`src/rtl/dmem_responder.sv`:
```
// dmem_responder: CPU data-memory bus responder.
// Serves word loads/stores from a synchronous-read RAM with a fixed number of
// wait states, and maps a 4-bit LED register and a switch/button status word
// into the same word address space. The CPU is frozen through CPU_HALT_N until
// each access reaches its response cycle.
module dmem_responder #(
    parameter int unsigned DEPTH       = 16,
    parameter int unsigned WAIT_STATES = 1,
    parameter logic [31:0] LED_ADDR    = 32'h100,
    parameter logic [31:0] SW_ADDR     = 32'h101
) (
    input  logic        CK_REF,
    input  logic        RST_N,
    input  logic        MEM_ACCESS_EN,
    input  logic        MEM_ACCESS_READ_WRN,
    input  logic [31:0] MEM_ACCESS_ADDRESS_BUS,
    input  logic [31:0] MEM_ACCESS_DATA_OUT_BUS,
    output logic [31:0] MEM_ACCESS_DATA_IN_BUS,
    input  logic        EXT_HALT_N,
    output logic        CPU_HALT_N,
    input  logic [3:0]  SW,
    input  logic [3:0]  BTN,
    output logic [3:0]  LED,
    output logic        ADDR_ERR
);

    localparam int unsigned AW        = (DEPTH > 1) ? $clog2(DEPTH) : 1;
    localparam logic [3:0]  WAIT_LOAD = (WAIT_STATES > 0) ? 4'(WAIT_STATES - 32'd1) : 4'd0;

    typedef enum logic [1:0] {
        IDLE,
        BUSY,
        RESP
    } state_t;

    state_t        state;
    logic [3:0]    wait_cnt;
    logic [31:0]   addr_q;
    logic [31:0]   wdata_q;
    logic          rwn_q;
    logic [31:0]   data_in;
    logic [3:0]    led_q;
    logic          addr_err_q;

    logic [3:0]    sw_meta;
    logic [3:0]    sw_sync;
    logic [3:0]    btn_meta;
    logic [3:0]    btn_sync;

    logic [31:0]   ram [DEPTH];

    logic          accept;
    logic          resp_entry;
    logic [31:0]   cur_addr;
    logic [31:0]   cur_wdata;
    logic          cur_rwn;
    logic          hit_ram;
    logic          hit_led;
    logic          hit_sw;
    logic [AW-1:0] ram_idx;
    logic [31:0]   rd_val;
    logic          ram_we;

    // Request acceptance, response-entry detection and address decode.
    // With zero wait states the access completes straight out of IDLE, so the
    // decode must look at the live bus there and at the latched copy otherwise.
    always_comb begin
        accept     = (state == IDLE) && MEM_ACCESS_EN && EXT_HALT_N;
        resp_entry = (accept && (WAIT_STATES == 0)) ||
                     ((state == BUSY) && (wait_cnt == '0));

        if (state == IDLE) begin
            cur_addr  = MEM_ACCESS_ADDRESS_BUS;
            cur_wdata = MEM_ACCESS_DATA_OUT_BUS;
            cur_rwn   = MEM_ACCESS_READ_WRN;
        end else begin
            cur_addr  = addr_q;
            cur_wdata = wdata_q;
            cur_rwn   = rwn_q;
        end

        hit_ram = cur_addr < 32'(DEPTH);
        hit_led = cur_addr == LED_ADDR;
        hit_sw  = cur_addr == SW_ADDR;
        ram_idx = cur_addr[AW-1:0];

        rd_val = '0;
        if (hit_ram) begin
            rd_val = ram[ram_idx];
        end else if (hit_led) begin
            rd_val = {28'b0, led_q};
        end else if (hit_sw) begin
            rd_val = {24'b0, btn_sync, sw_sync};
        end

        // Gated by RST_N so a request presented while reset is held low can
        // never reach the RAM, which itself has no reset.
        ram_we = resp_entry && !cur_rwn && hit_ram && RST_N;
    end

    // The CPU is frozen during the request cycle, every wait cycle, and any
    // cycle the external halt is low.
    always_comb begin
        CPU_HALT_N = EXT_HALT_N && !((state == IDLE) && MEM_ACCESS_EN) && (state != BUSY);
    end

    // Two-flop synchronisers for the asynchronous board inputs.
    always_ff @(posedge CK_REF or negedge RST_N) begin
        if (!RST_N) begin
            sw_meta  <= '0;
            sw_sync  <= '0;
            btn_meta <= '0;
            btn_sync <= '0;
        end else begin
            sw_meta  <= SW;
            sw_sync  <= sw_meta;
            btn_meta <= BTN;
            btn_sync <= btn_meta;
        end
    end

    // Access FSM plus the registers that update when an access enters RESP.
    always_ff @(posedge CK_REF or negedge RST_N) begin
        if (!RST_N) begin
            state      <= IDLE;
            wait_cnt   <= '0;
            addr_q     <= '0;
            wdata_q    <= '0;
            rwn_q      <= 1'b1;
            data_in    <= '0;
            led_q      <= '0;
            addr_err_q <= 1'b0;
        end else begin
            case (state)
                IDLE: begin
                    if (accept) begin
                        addr_q   <= MEM_ACCESS_ADDRESS_BUS;
                        wdata_q  <= MEM_ACCESS_DATA_OUT_BUS;
                        rwn_q    <= MEM_ACCESS_READ_WRN;
                        wait_cnt <= WAIT_LOAD;
                        state    <= (WAIT_STATES > 0) ? BUSY : RESP;
                    end
                end
                BUSY: begin
                    if (wait_cnt == '0) begin
                        state <= RESP;
                    end else begin
                        wait_cnt <= wait_cnt - 4'd1;
                    end
                end
                RESP: begin
                    if (EXT_HALT_N) begin
                        state <= IDLE;
                    end
                end
                default: state <= IDLE;
            endcase

            if (resp_entry) begin
                if (cur_rwn) begin
                    data_in <= rd_val;
                end else if (hit_led) begin
                    led_q <= cur_wdata[3:0];
                end
                if (!hit_ram && !hit_led && !hit_sw) begin
                    addr_err_q <= 1'b1;
                end
            end
        end
    end

    // Word RAM write port; contents survive reset.
    always_ff @(posedge CK_REF) begin
        if (ram_we) begin
            ram[ram_idx] <= cur_wdata;
        end
    end

    assign MEM_ACCESS_DATA_IN_BUS = data_in;
    assign LED                    = led_q;
    assign ADDR_ERR               = addr_err_q;

endmodule

```
`config.mk`:
```
export PLATFORM = sky130hd
export DESIGN_NAME = dmem_responder
export DESIGN_NICKNAME = d
export VERILOG_FILES = /design/src/rtl/dmem_responder.sv
export SDC_FILE = /design/constraint.sdc
export NUM_CORES = 1
export LEC_CHECK = 0
export CAP_MARGIN = 20
export CORE_MARGIN = 4
export CORE_UTILIZATION = 30
export CTS_CLUSTER_SIZE = 16
export DETAILED_ROUTE_END_ITERATION = 8
export HOLD_SLACK_MARGIN = 0.12
export PLACE_DENSITY_LB_ADDON = 0.05
export SLEW_MARGIN = 20
export SYNTH_ARGS = -nofsm -noshare
export SYNTH_HDL_FRONTEND = slang
export SYNTH_SLANG_ARGS = --single-unit
```
`constraint.sdc`:
```
create_clock -name CK_REF -period 12.1 [get_ports CK_REF]
set_input_delay 2.42 -clock CK_REF [delete_from_list [all_inputs] [get_ports CK_REF]]
set_output_delay 2.42 -clock CK_REF [all_outputs]
set_load 0.02 [all_outputs]
```
## Yosys cells after proc, flatten, opt, wreduce, memory -nomap -nowiden

Memory sizes are Yosys's and may differ from the RTL's.
Cells that the tools add are included.

| storage, ports and cells | value |
|---|---|
| register bits | 124 |
| bits in writable memories | 512 |
| input bits | 77 |
| output and inout bits | 38 |
| logic and storage cells | 64 |
| memories kept | 1 |

Memory list:

| name | words | width | rd ports | clocked after Yosys merged registers in | write ports | line | text |
|---|---|---|---|---|---|---|---|
| ram | 16 | 32 | 1 | 0 | 1 | 50 | `logic [31:0] ram [DEPTH];` |

| cells by class | value |
|---|---|
| add/sub/neg operators | 1 |
| $lt $le $gt $ge | 1 |
| eq/ne operators | 9 |
| muxes and demuxes | 15 |
| bitwise operators | 1 |
| reduce and logical (&&, ||, !) cells | 24 |

Operator list:

| cell | number |
|---|---|
| 32-bit 2-to-1 mux | 3 |
| 32-bit by 9-bit equality test with 1-bit output (second input constant) | 2 |
| 32-bit by 5-bit less-than comparator with 1-bit output (second input constant) | 1 |
| 8-bit 2-to-1 mux | 2 |
| 1-bit logical AND | 10 |
| 3-bit AND reduction | 3 |
| 4-bit 2-to-1 mux | 2 |
| 4-bit one-hot mux with 2 select lines | 1 |
| 2-bit 2-to-1 mux | 3 |
| 2-bit inequality test (second input constant) | 3 |
| 2-bit one-hot mux with 3 select lines | 1 |
| 2-bit AND reduction | 3 |
| 1-bit logical NOT | 5 |
| 4-bit logical NOT | 1 |
| 2-bit by 1-bit inequality test with 1-bit output (second input constant) | 2 |
| 4-bit by 1-bit subtractor with 4-bit output (second input constant) | 1 |
| 1-bit 2-to-1 mux | 3 |
| 2-bit by 1-bit equality test with 1-bit output (second input constant) | 1 |
| 2-bit equality test (second input constant) | 1 |
| 2-bit logical NOT | 1 |
| 2-bit nonzero test | 1 |
| 1-bit inverter | 1 |

## Depth between registers and ports, before layout

Gate-level depths: netlist of the first run.

| depth | value |
|---|---|
| word-level depth | 8 |
| mapped depth | 11 |

## Worst setup path after synthesis of the first run

No wires, ideal clock.

| path | value |
|---|---|
| path kind | input-to-reg |
| from | in MEM_ACCESS_ADDRESS_BUS[7] |
| to | mem ram[10][0] (enable) |
| data arrival time | 5989 ps |
| required time | 11639 ps |
| slack | 5649 ps |
| stages | 5 |
| path buffers | 0 |
| cell sequence | or4_1 -> o32ai_2 -> and4_1 -> nand2_1 -> nor3_1 |

| between the ends | value |
|---|---|
| cells in the longest elaborated chain, start to end | 6 |

Ends and longest elaborated chain:

| element | line | text |
|---|---|---|
| start, declared | 16 | `input logic [31:0] MEM_ACCESS_ADDRESS_BUS,` |
| 32-bit 2-to-1 mux | 72 | `if (state == IDLE) begin` |
| 32-bit by 5-bit less-than comparator with 1-bit output | 82 | `hit_ram = cur_addr < 32'(DEPTH);` |
| 1-bit logical AND (2 in a row) | 98 | `ram_we = resp_entry && !cur_rwn && hit_ram && RST_N;` |
| 1-bit 2-to-1 mux | 174 | `if (ram_we) begin` |
| 1-bit 2-to-1 mux (not written as such) | 175 | `ram[ram_idx] <= cur_wdata;` |
| end, declared | 50 |  |

Every way passes these cells.

## Worst setup path in the final report of the first run

| path | value |
|---|---|
| from | in MEM_ACCESS_EN |
| to | out CPU_HALT_N |

| between the ends | value |
|---|---|
| cells in the longest elaborated chain, start to end | 4 |

Ends and longest elaborated chain:

| element | line | text |
|---|---|---|
| start, declared | 14 | `input logic MEM_ACCESS_EN,` |
| 1-bit logical AND | 104 | `CPU_HALT_N = EXT_HALT_N && !((state == IDLE) && MEM_ACCESS_EN) && (state != BUSY);` |
| 1-bit logical NOT | 104 |  |
| 1-bit logical AND (2 in a row) | 104 |  |
| end, declared | 20 | `output logic CPU_HALT_N,` |

Every way passes these cells.

==> metrics.md, run 1 <==
| Metric | Value |
|---|---|
| P per Cell Area | `238.7 nW/µm²` |
| Post-synth top area share | `61.31%` |
| Tightest Pin Transition | `1028 ps` |
| Crit Path Max Fanout | `3` |
| Final period utilization | `51.22%` |
| Slowest cell delay on critical path | `560 ps` |
| Initial core utilization | `30.40%` |
| Async set-reset flop share out of synthesis | `19.50%` |
| Clock sink count | `636` |
| Worst-case clock buffer depth | `3` |
| Rows | `105` |
| Number of nets in the layout | `1858` |
| Max-cap violations | `0` |
| Final hold slack | `346.5 ps` |
| Antenna-violating nets left | `0` |
| Post-Syn Area | `25080 µm²` |
| Skew final | `16.38 ps` |
| Max-slew violations | `0` |
| Chip Height | `297.1 µm` |
| Post-Syn Nets | `1711` |
| Core Region | `82500 µm²` |
| Critical Path, Cell by Cell | `clkdlybuf4s50_1 -> nor2_1 -> o21a_1 -> clkdlybuf4s50_1` |
| IO Pins | `115` |
| Skew-Pair Late Insertion Delay | `600 ps` |
| Sequential share of the synthesized area | `73.69%` |
| Cell mode on critical path | `clkdlybuf4s50_1` |
| Final wirelength | `74380 µm` |
| Worst setup EP type | `output pin` |
| Setup crit start kind | `input port` |
| Arrival time worst endpoint | `3780 ps` |
| Final Critical Period | `6198 ps` |
| PortBufs | `114` |
| Post CTS Setup Buffer Count | `0` |
| Drt via density | `5.005` |
| Fin. Hold Viols | `0` |
| # setup viols final | `0` |
| Filler cell count | `7882` |
| Sum Neg Setup Slack | `0 ps` |
| Iter 0 DRT Violations | `855` |
| GR Overflow Total | `0` |
| Achievable clock frequency | `161.4 MHz` |
| Outcome | `finished clean` |
| Vias in the first global route | `15291` |
| Num CTS Buffers | `74` |
| Post-CTS Resized | `0` |
| Worst EP required | `9680 ps` |
| Final Core Density | `36.25%` |
| Final instance area | `29910 µm²` |
| Number of synthesized flops with an enable pin | `512` |
| First-pass GRT wire length | `107800 µm` |
| Cts hold-fix bufs | `0` |
| IR drop worst, VDD | `0.2457 mV` |
| Dpl cell area | `27530 µm²` |
| Largest area contributor in the netlist | `edfxtp_1` |
| WS Path Type | `input port to output pin` |
| Routability-driven placement congestion ratio | `0.7497` |
| H-tree Lvls | `3` |
| Post-Synthesis Cells | `1633` |
| Initial antenna violation count | `1` |
| Synth cell types | `59` |
| Slowest stage cell, crit path | `clkdlybuf4s50_1` |
| P_leak | `10.81 nW` |
| Avg Inst Size Synth | `15.36 µm²` |
| Vias post-DR | `14565` |
| Die Wd | `297.1 µm` |
| Synth Flop Type | `edfxtp_1` |
| Tot GR Track Use | `16.62%` |
| Synthesis warning total | `0` |
| Rel. slew slack | `31.49%` |
| Remaining DRCs | `0` |
| CTS clk-pin slew, worst paths | `50 ps` |
| DP HPWL | `42270 µm` |
| RSZ-0062 raised after global routing | `no` |
| First-pass DRT Iterations | `5` |
| WL per Instance | `25.56 µm` |
| Clock root buffer | `clkbuf_16` |
| Area Growth Syn to Fin | `19.27%` |
| Die Area | `88280 µm²` |
| CTS tree | `yes` |
| Main area contributors after synthesis | `edfxtp_1 61%, dfrtp_1 12%, mux2i_1 5.1%` |
| Number of synthesized register bits | `636` |
| Ratio of cells with drive above 1 in the final layout | `16.27%` |
| Hold crit path type | `flop to flop` |
| Pin count of the biggest net entering global routing | `145` |
-- critical path, delay by kind of cell --
kind	cells	cell delay [ps]
buf+inv	2	1090
simple gates	1	70
compound gates	1	200
-- placed cells by master, fill, tap and decap left out, types with 36 or more instances in the layout --
cell type	Yosys	layout
mux2_2	113	113
o22ai_1	73	73
dfrtp_1	123	123
buf_4	14	44
clkbuf_16	0	77
mux2i_1	129	129
clkdlybuf4s50_1	0	113
edfxtp_1	512	512
nand3_1	37	36
nand2_1	321	317
-- cells in the mapped netlist, types with 4 or more instances --
master,n
a2111oi_0,6
a211oi_1,6
a221o_1,4
a221oi_1,32
a22o_1,14
a31oi_1,7
a32o_1,9
buf_1,8
buf_2,22
buf_4,14
buf_6,10
clkbuf_1,35
dfrtp_1,123
edfxtp_1,512
mux2_2,113
mux2i_1,129
nand2_1,321
nand2b_1,5
nand3_1,37
nand4_1,8
nor2_1,10
nor2b_1,7
nor3_1,27
nor4_1,13
o211ai_1,5
o21ai_0,28
o22a_1,8
o22ai_1,73
or4_1,4
-- layer usage --
layer	global-route usage, %	vias up	wire [µm]
met2	26.82	292	34760
met3	2.992	80	3094
met1	23.24	7635	35130
met4	4.270	0	1394
li1	-	6558	-
met5	0	-	0
-- layout make-up --
cell class	count	area (µm²)	share of cell area, %
sequential	636	18480	61.78
clock inverter	31	277.8	0.9286
antenna	2	5.005	0.01673
multi-input combinational	905	6215	20.78
inverter	3	11.26	0.03765
timing repair buffer	160	1520	5.082
clock buffer	103	2064	6.902
tap	1070	1339	4.476
-- report_power, final --
group	internal [W]	switching, W	leakage [nW]
clock network	0.00130	0.000877	1.15
logic	0.000636	0.00139	3.45
registers	0.00284	0.0000968	6.21
total	0.00478	0.00236	10.8
-- metrics by stage --
stage	instances	total power [W]	setup slack, ps
floorplan	1633	0.004314	5649
finish	2910	0.007139	5903
global placement	2773	0.005020	5457
detailed placement	2773	0.005045	5644
global route	2908	0.007534	5866
CTS	2907	0.007249	5910
-- sequential cells by signal, summed over array words and instances, names as in the netlist --
register	cells
ADDR_ERR	1
LED	4
MEM_ACCESS_DATA_IN_BUS	32
addr_q	32
btn_meta	4
btn_sync	4
ram	512
rwn_q	1
state	2
sw_meta	4
sw_sync	4
wait_cnt	4
wdata_q	32
-- cells by family after synthesis --
family	after synthesis	share of synthesized area (%)
simple gates	450	7.788
mux	243	10.31
flops	636	73.69
xor+xnor	2	0.06986
compound gates	209	6.097
fa+ha+maj	1	0.04988
buf+inv	92	1.996
-- path summary, 6_finish.rpt --
path                                    start           to  slack, ps  cells after the start
worst max-delay path            MEM_ACCESS_EN   CPU_HALT_N       5900                      4
worst min-delay path              btn_meta[0]  btn_sync[0]        350                      0
worst max register to register       state[0]  ram[13][17]       7570                      8
worst min register to register    btn_meta[0]  btn_sync[0]        350                      0
max in group asynchronous               RST_N  wdata_q[29]       8610                      3
min in group asynchronous               RST_N  wdata_q[10]       1760                      1
Note: power is estimated with default switching activity, not from simulation.
==> run 2, diff against run 1 <==
- clock period: 12.1 -> 5 ns (I/O delays scaled with it)
==> run 2 against run 1 <==
  * Utilization rose by 0.47 points
  * Cell area is 1.3% higher
  * Routed wire length is 1.7% lower
  * Clock-buffer cell count increased by 3
  * Die area is the same
  * Final cell count increased by 1.1%
  * Via count rose by 0.69%
  * First-iteration DRC count grew 2.6%
  * Critical path type is now flop to flop
==> metrics.md, run 2 (same netlist as run 1, synthesis figures left out) <==
| Metric | Value |
|---|---|
| Outcome | `finished clean` |
| First-pass GRT wire length | `106300 µm (-1.4%)` |
| Achievable clock frequency | `229.1 MHz` |
| Chip Height | `297.1 µm (unchanged)` |
| First-pass DRT Iterations | `5 (unchanged)` |
| Final period utilization | `87.29%` |
| Num CTS Buffers | `75 (+1.4%)` |
| Post-CTS Resized | `0 (unchanged)` |
| Antenna-violating nets left | `0 (unchanged)` |
| CP bufs+invs | `2 (unchanged)` |
| Filler cell count | `7826 (-0.71%)` |
| Worst R2R Setup Slack | `640 ps (-6930 ps)` |
| Post CTS Setup Buffer Count | `0 (unchanged)` |
| P_int | `0.01176 W (+150%)` |
| Setup crit start kind | `flop` |
| Top delay family on crit path | `compound AO/OA/AOI/OAI gates` |
| Remaining DRCs | `0 (unchanged)` |
| CTS clk-pin slew, worst paths | `60 ps (about the same)` |
| Tot GR Track Use | `16.30% (-0.32 points)` |
| Dpl cell area | `27910 µm² (+1.4%)` |
| WS Path Type | `flop to flop` |
| Slowest cell delay on critical path | `1050 ps (+490 ps)` |
| Initial core utilization | `30.40% (unchanged)` |
| Critical Path, Cell by Cell | `nor2_4 -> mux2i_4 -> buf_12 -> mux2_2 -> o22ai_1 -> a2111oi_0 -> buf_4 -> a22o_1` |
| CTS tree | `yes` |
| Rows | `105 (unchanged)` |
| RR Startpoint | `state[0]` |
| Final wirelength | `73130 µm (-1.7%)` |
| H-tree Lvls | `3 (unchanged)` |
| Worst EP required | `5530 ps (-4150 ps)` |
| WL per Instance | `24.86 µm (-2.8%)` |
| Die Area | `88280 µm² (unchanged)` |
| Initial antenna violation count | `3 (+2)` |
| Pin count of the biggest net entering global routing | `56 (-61%)` |
| Worst setup EP type | `flop` |
| Final instance area | `30300 µm² (+1.3%)` |
| Sw power | `0.005864 W (+150%)` |
| Max FFs per register | `512 (unchanged)` |
| Slowest stage cell, crit path | `a2111oi_0` |
| Reg with most FFs | `ram` |
| RSZ-0062 raised after global routing | `no` |
| P_leak | `11.02 nW (+2.0%)` |
| Commonest non-fill, non-tap cells in the layout | `512 x edfxtp_1, 320 x nand2_1, 129 x mux2i_1, 123 x dfrtp_1` |
| Skew final | `25.22 ps (+8.837 ps)` |
| Critical path depth | `8 (+4)` |
| Tightest Pin Transition | `1236 ps (+208.7 ps)` |
| Skew-Pair Late Insertion Delay | `610 ps (about the same)` |
| Hold crit path type | `input port to async pin` |
| Clock sink count | `636 (unchanged)` |
| Max-cap violations | `0 (unchanged)` |
| Antenna cells | `0 (-2)` |
| P per Cell Area | `581.8 nW/µm² (+140%)` |
| CP startpoint | `state[0]` |
| Vias post-DR | `14665 (+0.69%)` |
| Final Critical Period | `4365 ps` |
| Worst r2r dst | `MEM_ACCESS_DATA_IN_BUS[12]` |
| Worst-case clock buffer depth | `3 (unchanged)` |
| Max-slew violations | `0 (unchanged)` |
| IR drop worst, VDD | `0.2625 mV (+6.8%)` |
| CP Capture Point | `MEM_ACCESS_DATA_IN_BUS[12]` |
| Reg2Reg Depth | `8 (unchanged)` |
| Drt via density | `4.985 (-0.41%)` |
| Crit Path Max Fanout | `27 (+24)` |
| Flop pwr share | `40.4% (-0.8 points)` |
| Ratio of cells with drive above 1 in the final layout | `17.63% (+1.4 points)` |
| Final Core Density | `36.72% (+0.47 points)` |
| Cts hold-fix bufs | `0 (unchanged)` |
| Comb pwr share | `29.5% (+1.1 points)` |
| # setup viols final | `0 (unchanged)` |
| Area Growth Syn to Fin | `20.81%` |
| Vias in the first global route | `15092 (-1.3%)` |
| DP HPWL | `45810 µm (+8.4%)` |
| Core Region | `82500 µm² (unchanged)` |
| PortBufs | `114 (unchanged)` |
| Fin. Hold Viols | `0 (unchanged)` |
| Iter 0 DRT Violations | `877 (+2.6%)` |
| Arrival time worst endpoint | `4900 ps (+1120 ps)` |
| Switch share | `33.27% (+0.17 points)` |
| IO Pins | `115 (unchanged)` |
| GR Overflow Total | `0 (unchanged)` |
| Clock Power Share | `30.1% (-0.3 points)` |
| Rel. slew slack | `15.44% (-16 points)` |
| Clock root buffer | `clkbuf_16` |
| Die Wd | `297.1 µm (unchanged)` |
| Number of nets in the layout | `1891 (+1.8%)` |
| Routability-driven placement congestion ratio | `0.7398 (-1.3%)` |
| Commonest non-fill, non-tap cell in the layout | `edfxtp_1` |
## run 2: through the flow
stage	total power [W]	TNS (ps)	hold WS [ps]	worst slack [ps]	instances
4_1_cts	0.01795	0	320.4	756.7	2942
5_1_grt	0.01859	0	348.5	592.6	2942
3_5_place_dp	0.01254	0	334.7	607.7	2806
3_3_place_gp	0.01249	0	335.3	523.6	2806
2_1_floorplan	0.01044	-3915	331.2	-30.60	1633
6_report	0.01763	0	323.3	635.4	2942
## run 2: layer usage
metal	wire length (µm)	vias up	global-route usage, %
li1	-	6635	-
met1	34030	7576	22.51
met2	34220	336	26.25
met3	2964	116	2.978
met4	1886	2	4.939
met5	20	-	0
## run 2: worst register-to-register path, cell delays in order, from the launching register on
cell       delay [ps]
dfrtp_1           630
nor2_4            670
mux2i_4           950
buf_12            310
mux2_2            210
o22ai_1            90
a2111oi_0        1060
buf_4             250
a22o_1            120
## run 2: worst min path at each step
| stage | endpoint | depth (start not counted) | slack, ps |
|---|---|---|---|
| final | wdata_q[9] | 1 | 320 |
| after global placement | sw_sync[0] | 0 | 340 |
| after detailed placement | sw_sync[3] | 0 | 330 |
| after global routing | wdata_q[9] | 1 | 350 |
| after CTS | wdata_q[9] | 1 | 320 |
| after floorplan | btn_sync[0] | 0 | 330 |
## run 2: cell type report
class	count	area (µm²)	area share, %
Inverter	3	11.26	0.03717
Sequential cell	636	18480	60.99
Multi-Input combinational cell	905	6200	20.46
Tap cell	1070	1339	4.419
Clock buffer	106	2086	6.884
Clock inverter	30	304.0	1.004
Timing Repair Buffer	192	1878	6.199
## run 2: power groups by stage
stage | Clock (W) | Combinational, W | Sequential, W
CTS | 0.00550 | 0.00533 | 0.00712
finish | 0.00531 | 0.00519 | 0.00712
floorplan | 0 | 0.00332 | 0.00712
detailed placement | 0 | 0.00532 | 0.00722
global route | 0.00573 | 0.00569 | 0.00716
global placement | 0 | 0.00528 | 0.00721
